File: src/rtl/srrc_pkg.sv
// Shared definitions for the SRRC transmit interpolator and its receive mate.
// Holds the filter geometry, the 21-tap 0s18 prototype (only the first half is
// stored, the rest is mirrored), the Gray 4-ASK level map and the 18-bit
// saturating output conversion.
package srrc_pkg;

   localparam int NTAPS = 21;
   localparam int SPS   = 4;
   localparam int NHIST = (NTAPS + SPS - 1) / SPS;   // symbol history depth
   localparam int PHW   = $clog2(SPS);
   localparam int LVL1  = 32768;                     // 0.25 in 1s17
   localparam int LVL3  = 98304;                     // 0.75 in 1s17

   // h[0..10]; h[k] = h[NTAPS-1-k] supplies the remainder
   localparam int H_HALF [0:10] = '{4094, 5900, 3326, -3449, -10679, -12462,
                                    -4029, 14915, 38991, 59143, 66990};

   typedef logic signed [17:0] level_t;   // 1s17 sample / symbol level
   typedef logic signed [18:0] coef_t;    // 0s18 coefficient plus sign
   typedef logic signed [36:0] prod_t;    // level x coefficient
   typedef logic signed [39:0] acc_t;     // full-precision accumulator

   // Tap lookup; indices outside 0..NTAPS-1 read as zero so short polyphase
   // branches simply contribute nothing.
   function automatic coef_t tap(input int idx);
      int j;
      if (idx < 0 || idx > NTAPS - 1) return '0;
      j = (idx > NTAPS - 1 - idx) ? (NTAPS - 1 - idx) : idx;
      return coef_t'(H_HALF[j]);
   endfunction

   function automatic level_t gray_map(input logic [1:0] sym);
      case (sym)
         2'b00:   return level_t'(-LVL3);
         2'b01:   return level_t'(-LVL1);
         2'b11:   return level_t'(LVL1);
         default: return level_t'(LVL3);
      endcase
   endfunction

   // Floor-scale the accumulator back to 1s17 and clamp to the 18-bit range.
   function automatic level_t sat18(input acc_t a);
      acc_t s;
      s = a >>> 18;
      if (s > acc_t'(131071))  return level_t'(131071);
      if (s < acc_t'(-131072)) return level_t'(-131072);
      return level_t'(s);
   endfunction

endpackage

File: src/rtl/srrc_tx_filt_if.sv
// Symbol-in / sample-out bundle of the SRRC transmit interpolator.
//   samp_en   : output-sample strobe (source side)
//   sym_in    : Gray 4-ASK symbol, sym_valid qualifies it
//   sym_ready : symbol is taken this clk when sym_valid is high
//   y/y_valid : shaped 1s17 sample and its one-clk update pulse
//   underrun  : sticky flag, a ready found no valid symbol
interface srrc_tx_filt_if;
   import srrc_pkg::*;

   logic       samp_en;
   logic [1:0] sym_in;
   logic       sym_valid;
   logic       sym_ready;
   level_t     y;
   logic       y_valid;
   logic       underrun;

   modport master (output samp_en, sym_in, sym_valid,
                   input  sym_ready, y, y_valid, underrun);
   modport slave  (input  samp_en, sym_in, sym_valid,
                   output sym_ready, y, y_valid, underrun);
endinterface

File: src/rtl/srrc_tx_mapper.sv
// Gray 4-ASK symbol to signed 1s17 level, purely combinational.
//   sym   : 2-bit Gray symbol
//   level : mapped level (+/-LVL1, +/-LVL3)
module srrc_tx_mapper
   import srrc_pkg::*;
(
   input  logic [1:0] sym,
   output level_t     level
);
   assign level = gray_map(sym);
endmodule

File: src/rtl/srrc_tx_filt.sv
// SRRC polyphase pulse-shaping interpolator, SPS output samples per symbol.
//   clk    : system clock
//   reset  : asynchronous active-high, clears all state
//   bus    : slave side of srrc_tx_filt_if (symbol handshake, sample output,
//            underrun flag)
// One multiplier per history entry; the phase counter picks which polyphase
// branch of the prototype feeds them. Products are registered on the strobe
// edge, the sum is saturated into y on the following edge.
module srrc_tx_filt
   import srrc_pkg::*;
(
   input  logic          clk,
   input  logic          reset,
   srrc_tx_filt_if.slave bus
);

   logic [PHW-1:0] phase_reg;
   logic [PHW-1:0] phase_next;
   level_t         hist_reg  [NHIST];
   level_t         hist_next [NHIST];
   coef_t          coef      [NHIST];
   prod_t          prod_reg  [NHIST];
   logic           pvalid_reg;
   acc_t           acc;
   level_t         y_reg;
   logic           y_valid_reg;
   logic           underrun_reg;
   level_t         new_level;
   logic           ready;

   srrc_tx_mapper u_mapper (
      .sym   (bus.sym_in),
      .level (new_level)
   );

   assign ready         = bus.samp_en & (phase_reg == '0);
   assign bus.sym_ready = ready;
   assign bus.y         = y_reg;
   assign bus.y_valid   = y_valid_reg;
   assign bus.underrun  = underrun_reg;

   assign phase_next = (phase_reg == PHW'(SPS - 1)) ? '0 : phase_reg + 1'b1;

   // Post-shift history: the products for the current strobe must already
   // see the symbol taken on this same edge.
   genvar gi;
   generate
      for (gi = 0; gi < NHIST; gi++) begin : g_hist
         if (gi == 0) begin : g_head
            assign hist_next[gi] = !ready        ? hist_reg[gi] :
                                   bus.sym_valid ? new_level    : '0;
         end else begin : g_tail
            assign hist_next[gi] = ready ? hist_reg[gi-1] : hist_reg[gi];
         end
         assign coef[gi] = tap(SPS * gi + int'(phase_reg));
      end
   endgenerate

   always_comb begin
      acc = '0;
      for (int k = 0; k < NHIST; k++) begin
         acc = acc + acc_t'(prod_reg[k]);
      end
   end

   always_ff @(posedge clk or posedge reset) begin
      if (reset) begin
         phase_reg    <= '0;
         pvalid_reg   <= 1'b0;
         y_reg        <= '0;
         y_valid_reg  <= 1'b0;
         underrun_reg <= 1'b0;
         for (int k = 0; k < NHIST; k++) begin
            hist_reg[k] <= '0;
            prod_reg[k] <= '0;
         end
      end else begin
         pvalid_reg  <= bus.samp_en;
         y_valid_reg <= pvalid_reg;
         if (pvalid_reg) y_reg <= sat18(acc);
         if (ready && !bus.sym_valid) underrun_reg <= 1'b1;
         if (bus.samp_en) begin
            phase_reg <= phase_next;
            for (int k = 0; k < NHIST; k++) begin
               hist_reg[k] <= hist_next[k];
               prod_reg[k] <= prod_t'(coef[k]) * prod_t'(hist_next[k]);
            end
         end
      end
   end

endmodule

File: src/flat_wrapper.sv
// flat-port wrapper written by rule: the top's interface ports become plain ports
module srrc_tx_filt_flat import srrc_pkg::*;
  (clk, reset, bus_samp_en, bus_sym_in, bus_sym_valid, bus_sym_ready, bus_y, bus_y_valid, bus_underrun);
  srrc_tx_filt_if bus_i ();
  input  logic clk;
  input  logic reset;
  input wire logic [$bits(bus_i.samp_en)-1:0] bus_samp_en;
  input wire logic [$bits(bus_i.sym_in)-1:0] bus_sym_in;
  input wire logic [$bits(bus_i.sym_valid)-1:0] bus_sym_valid;
  output wire logic [$bits(bus_i.sym_ready)-1:0] bus_sym_ready;
  output wire logic [$bits(bus_i.y)-1:0] bus_y;
  output wire logic [$bits(bus_i.y_valid)-1:0] bus_y_valid;
  output wire logic [$bits(bus_i.underrun)-1:0] bus_underrun;
  assign bus_i.samp_en = bus_samp_en;
  assign bus_i.sym_in = bus_sym_in;
  assign bus_i.sym_valid = bus_sym_valid;
  assign bus_sym_ready = bus_i.sym_ready;
  assign bus_y = bus_i.y;
  assign bus_y_valid = bus_i.y_valid;
  assign bus_underrun = bus_i.underrun;
  srrc_tx_filt u_core (.clk(clk), .reset(reset), .bus(bus_i));
endmodule
File: config.mk
export PLATFORM = sky130hd
export DESIGN_NAME = srrc_tx_filt_flat
export DESIGN_NICKNAME = d
export VERILOG_FILES = /design/src/rtl/srrc_pkg.sv /design/src/rtl/srrc_tx_filt_if.sv /design/src/rtl/srrc_tx_mapper.sv /design/src/rtl/srrc_tx_filt.sv /design/src/flat_wrapper.sv
export SDC_FILE = /design/constraint.sdc
export NUM_CORES = 2
export LEC_CHECK = 0
export BUFFER_PORTS_ARGS = -buffer_cell sky130_fd_sc_hd__clkbuf_2
export CAP_MARGIN = 20
export CORE_ASPECT_RATIO = 1.2
export CORE_UTILIZATION = 25
export CTS_BUF_LIST = sky130_fd_sc_hd__clkbuf_4 sky130_fd_sc_hd__clkbuf_8
export CTS_CLUSTER_DIAMETER = 30
export CTS_CLUSTER_SIZE = 14
export DETAILED_ROUTE_END_ITERATION = 7
export GPL_TIMING_DRIVEN = 0
export PLACE_DENSITY = 0.4
export SLEW_MARGIN = 20
export SYNTH_ARGS = -nofsm -noshare
export SYNTH_HDL_FRONTEND = slang
export SYNTH_SLANG_ARGS = --single-unit
File: constraint.sdc
create_clock -name clk -period 24.4 [get_ports clk]
set_input_delay 4.88 -clock clk [delete_from_list [all_inputs] [get_ports clk]]
set_output_delay 4.88 -clock clk [all_outputs]
set_load 0.02 [all_outputs]
# Word level (Yosys, flattened, before mapping)

Memories as Yosys holds them, arrays and structs flattened.
Cells that the tools add are included.

Add/subtract/negate cells: 17
Multipliers: 6
Order comparisons: 26
Eq/ne operators: 3
Mux-type cells: 54
Bitwise gates (word level): 7
Reduce and logical (&&, ||, !) cells: 10

Operators with widths:

| kind                                                          | number |
|---|---|
| 2-to-1 mux 19 bit                                             | 24 |
| multiplier 19 x 18 -> 37 bit                                  | 6 |
| 2-to-1 mux 18 bit                                             | 11 |
| >= comparator 32 x 5 -> 1 bit (second input constant)         | 6 |
| 2-to-1 mux 32 bit                                             | 6 |
| NOT 32 bit                                                    | 6 |
| > comparator 32 bit                                           | 5 |
| > comparator 32 x 6 -> 1 bit (second input constant)          | 5 |
| less-than comparator 32 x 1 -> 1 bit (second input constant)  | 5 |
| subtractor 6 x 32 -> 32 bit (first input constant)            | 5 |
| adder 40 x 37 -> 40 bit                                       | 3 |
| one-hot mux 18 bit (3 select lines)                           | 1 |
| adder 38 x 37 -> 39 bit                                       | 1 |
| adder 37 x 37 -> 38 bit                                       | 1 |
| > comparator 3 x 32 -> 1 bit                                  | 1 |
| > comparator 22 x 18 -> 1 bit (second input constant)         | 1 |
| less-than comparator 22 x 18 -> 1 bit (second input constant) | 1 |
| adder 5 x 2 -> 6 bit (first input constant)                   | 2 |
| 2-to-1 mux 1 bit                                              | 11 |
| adder 4 x 2 -> 5 bit (first input constant)                   | 2 |
| logical OR 1 bit                                              | 6 |
| subtractor 5 x 2 -> 6 bit (first input constant)              | 1 |
| > comparator 2 x 5 -> 1 bit (second input constant)           | 1 |
| adder 3 x 2 -> 4 bit (first input constant)                   | 1 |
| 9 further kinds                                               | 11 |

Bits in registers: 353
ROM bits: 3,072
Word-level logic and storage cells: 146
Memories kept: 6

Memory list:

| memory          | depth | bits a word | read ports | clocked after memory_dff | write ports | line           | text |
|---|---|---|---|---|---|---|---|
| (no name shown) | 16    | 32          | 1          | 0                        | 0           | srrc_pkg.sv:29 | `return coef_t'(H_HALF[j]);` |
| (no name shown) | 16    | 32          | 1          | 0                        | 0           | srrc_pkg.sv:29 |  |
| (no name shown) | 16    | 32          | 1          | 0                        | 0           | srrc_pkg.sv:29 |  |
| (no name shown) | 16    | 32          | 1          | 0                        | 0           | srrc_pkg.sv:29 |  |
| (no name shown) | 16    | 32          | 1          | 0                        | 0           | srrc_pkg.sv:29 |  |
| (no name shown) | 16    | 32          | 1          | 0                        | 0           | srrc_pkg.sv:29 |  |

# Longest topological paths before layout

Depth after elaboration: 12
Depth in mapped cells: 36

# Modules after synthesis

From an unflattened synthesis, not the netlist that was laid out.

Cells, all modules: 8,594
Area, all modules: 80,990.2 sq um

By module, submodules not included:

| module         | times used | cells each | area an instance (sq um) | sequential area each (sq um) |
|---|---|---|---|---|
| srrc_tx_filt   | 1          | 8,571      | 80,823.8                 | 8,833.5 |
| srrc_tx_mapper | 1          | 23         | 166.4                    | 0.0 |

# Least setup slack after synthesis

Ideal clock, no wire load.

Path kind: input to register
Start: input bus_samp_en
End: register u_core.prod_reg[183] (netlist name)
Data arrival time: 12.822 ns
Data required time: 24.275 ns
Slack: 11.453 ns
Cell stages on the path: 29
Path buffers: 4
Path through: clkbuf_1 > nand2_1 > clkbuf_1 > buf_1 > buf_1 > mux2i_1 > nor2_1 > fa_1 > fa_1 > inv_1 > fa_1 > inv_1 > fa_1 > inv_1 > fa_1 > fa_1 > inv_1 > ha_1 > a21oi_1 > o21bai_1 > a211oi_1 > o21bai_1 > or3_1 > o41ai_1 > o311ai_0 > o211ai_1 > o21ai_0 > xor2_1 > mux2_2

Longest elaborated chain between the ends: 3

Ends and longest elaborated chain:

| element                         | line               | text |
|---|---|---|
| from (decl)                     | flat_wrapper.sv:7  | `input wire logic [$bits(bus_i.samp_en)-1:0] bus_samp_en;` |
| bitwise AND 1 bit               | srrc_tx_filt.sv:36 | `assign ready = bus.samp_en & (phase_reg == '0);` |
| 2-to-1 mux 18 bit               | srrc_tx_filt.sv:53 | `assign hist_next[gi] = ready ? hist_reg[gi-1] : hist_reg[gi];` |
| multiplier 19 x 18 -> 37 bit    | srrc_tx_filt.sv:86 | `prod_reg[k] <= prod_t'(coef[k]) * prod_t'(hist_next[k]);` |
| to (signal, indexed assignment) | srrc_tx_filt.sv:86 |  |
| to (decl)                       | srrc_tx_filt.sv:22 | `prod_t prod_reg [NHIST];` |

Several ways; a longest one is shown, not always the timed one.
A chain may end at the register's enable or synchronous reset.

==> impl_metrics.env <==
export IMPL_grt_max_degree=99
export IMPL_antenna_found_initial=24
export IMPL_design_area_sq_mm=0.0888
export IMPL_r2r_start="u_core.phase_reg[0]"
export IMPL_p_int_w=0.00531
export IMPL_max_cap_violations=0
export IMPL_min_from="u_core.bus.y[17]"
export IMPL_final_cell_mix="inv_1 (2369), fa_1 (1774), ha_1 (735)"
export IMPL_r2r_setup_slack_ns=11.07
export IMPL_required_ns=25.12
export IMPL_synth_area_per_cell_sq_um=9.75
export IMPL_setup_viol=0
export IMPL_synth_area_top_cells="fa_1 (44%), ha_1 (12%), inv_1 (11%), dfrtp_1 (11%), nand2_1 (2.6%)"
export IMPL_ys_flop_type="dfrtp_1"
export IMPL_first_pass_iters=7
export IMPL_slew_headroom_pct=17.7
export IMPL_slowest_delay_ns=0.91
export IMPL_hold_violations=0
export IMPL_hold_class="flop to flop"
export IMPL_yosys_area_top_type="fa_1"
export IMPL_drtIter0Drc=3038
export IMPL_placed_cell_area_sq_mm=0.0863
export IMPL_peakVddDrop_mv=0.262
export IMPL_cts_made_buffers=101
export IMPL_die_area_sq_mm=0.322
export IMPL_core_sq_mm=0.318
export IMPL_clk_latency_ns=0.85
export IMPL_fmax_mhz=65.1
export IMPL_crit_type="input pin to flop"
export IMPL_p_per_area_mw_per_mm2=139
export IMPL_finalSetupTns_ns=0
export IMPL_cts_path_max_buffers=3
export IMPL_grt_pass1_vias=62276
export IMPL_numPortBuffers=26
export IMPL_r2r_cells=32
export IMPL_syn2layout_area_growth_pct=11.2
export IMPL_layout_drive_gt1_share_pct=6.41
export IMPL_switching_share_pct=57.0
export IMPL_crit_path_top_delay_cell="mux2i_1"
export IMPL_ys_types=79
export IMPL_yosysSeqAreaShare_pct=11.1
export IMPL_cts_sink_count=353
export IMPL_synth_seq_cells=353
export IMPL_finalWirelength_mm=312
export IMPL_grtUsageTotal_pct=19.6
export IMPL_wire_per_inst_microns=24.5
export IMPL_power_total_w=0.0124
export IMPL_maxSlewViolCount=0
export IMPL_synth_cells=8201
export IMPL_largest_reg_flops=222
export IMPL_hold_buffers=0
export IMPL_rsz0062_at_grt="no"
export IMPL_tritoncts="built"
export IMPL_grt_ovfl_total=0
export IMPL_min_path_cells=2
export IMPL_gp_congestion=0.923
export IMPL_synth_top_area_share_pct=44.4
export IMPL_die_width_microns=518
export IMPL_drtAntennaViolNets=0
export IMPL_clk_pin_slew_ns=0.05
export IMPL_cp_max_fo=10
export IMPL_crit_path_start_kind="input pin"
export IMPL_finalNetCount=10881
export IMPL_final_common_cell="inv_1"
export IMPL_status="complete, but fails checks"
export IMPL_final_setup_skew_ns=0.0950
export IMPL_post_cts_buffers=0
export IMPL_synth_edf_count=0
export IMPL_worstHoldEndpoint="u_core.bus.y[17]"
export IMPL_fill_cells=33823
export IMPL_comb_power_share_pct=84.3
export IMPL_grt_pass1_wl_mm=449
export IMPL_synth_cell_area_sq_mm=0.0799
export IMPL_dp_hpwl_mm=276
export IMPL_violations="design-rule violations"
export IMPL_io_pins=27
export IMPL_drc_errors=24
export IMPL_vias=55662
export IMPL_post_cts_resized=0
export IMPL_cts_root_buf="clkbuf_8"
export IMPL_synth_warnings=0
export IMPL_tightest_slew_ns=1.24
export IMPL_switchingPower_w=0.00704
export IMPL_finalCriticalPeriod_ns=15.37
export IMPL_initial_core_util_pct=25.1
export IMPL_power_frac_clock_pct=8.2
export IMPL_period_share_pct=63.0
export IMPL_p_seq_share_pct=7.5
export IMPL_rows=227
export IMPL_post_drt_via_cell_ratio=4.38
export IMPL_critical_path_arrival_ns=16.08
export IMPL_async_reset_ff_share_pct=100
export IMPL_reg2reg_to="u_core.prod_reg[146]"
export IMPL_p_leak_nw=46.1
export IMPL_dpl_worst_slack_ns=8.35
export IMPL_die_h_microns=621
export IMPL_end_kind="flop"
export IMPL_h_tree_depth=3
export IMPL_setup_slack_ns=9.03
[cells by family after synthesis]
logic type      after synthesis  share of synthesized area, %
other cells                   2                       0.00940
simple gates               1526                          8.99
xor+xnor                    231                          2.53
fa+ha+maj                  2509                          55.9
buf+inv                    2575                          12.1
flops                       353                          11.1
mux                         236                          3.21
compound gates              769                          6.15
[worst max-delay path by stage]
stage	depth (start not counted)	start	to
2_1_floorplan	1	reset	u_core.bus.underrun
3_3_place_gp	2	reset	u_core.prod_reg[182]
3_5_place_dp	30	bus_samp_en	u_core.prod_reg[146]
4_1_cts	30	bus_samp_en	u_core.prod_reg[146]
5_1_grt	32	bus_samp_en	u_core.prod_reg[146]
6_report	30	bus_samp_en	u_core.prod_reg[146]
[per-layer routing]
layer / up-vias / part of all wire, % / GRT usage (%)
li1: 24894 / - / -
met5: - / 0.025 / 0
met4: 10 / 4.8 / 8.08
met2: 1268 / 51 / 35.5
met1: 29070 / 41 / 23.6
met3: 420 / 3.4 / 1.73
[power by group through the flow]
stage,Sequential (W),Combinational [W],Clock [W]
after floorplan,0.000876,0.00679,0
after global placement,0.000943,0.0103,0
after detailed placement,0.000943,0.0104,0
after CTS,0.000933,0.0105,0.00103
after global routing,0.000944,0.0115,0.00106
final,0.000932,0.0104,0.00101
[synth_stat cells, types with 36 or more instances]
master,number
a21o_1,126
a21oi_1,226
and2_1,129
and3_1,56
clkbuf_1,170
dfrtp_1,353
fa_1,1774
ha_1,735
inv_1,2370
mux2_2,162
mux2i_1,74
nand2_1,550
nand2b_1,152
nand3_1,63
nor2_1,364
nor2b_1,76
nor3_1,36
o21a_1,36
o21ai_0,164
xnor2_1,166
xor2_1,65
[metrics by stage]
stage / hold WS [ns] / utilization (%) / instances
global route: 0.517 / 27.9 / 12687
CTS: 0.495 / 27.9 / 12686
finish: 0.487 / 27.9 / 12697
floorplan: 0.445 / - / 8206
global placement: 0.481 / 26.8 / 12468
detailed placement: 0.482 / 27.1 / 12499
[critical path: cells and delay by family]
family / cells / cell delay [ns]
adders and majority gates: 7 / 3.49
buffers and inverters: 11 / 3.48
AOI/OAI and AO/OA: 5 / 1.89
and+or+nand+nor: 6 / 1.37
muxes: 1 / 0.91
[cell type report]
cell class	count	area, sq um	area share, %
Antenna cell	11	27.5	0.0310
Buffer	198	833	0.938
Clock buffer	132	1750	1.97
Clock inverter	55	748	0.842
Inverter	2377	8930	10.1
Multi-Input combinational cell	5278	61600	69.3
Sequential cell	353	8830	9.94
Tap cell	4236	5300	5.97
Timing Repair Buffer	57	845	0.951
No activity file was read; power rests on OpenSTA's default activity.
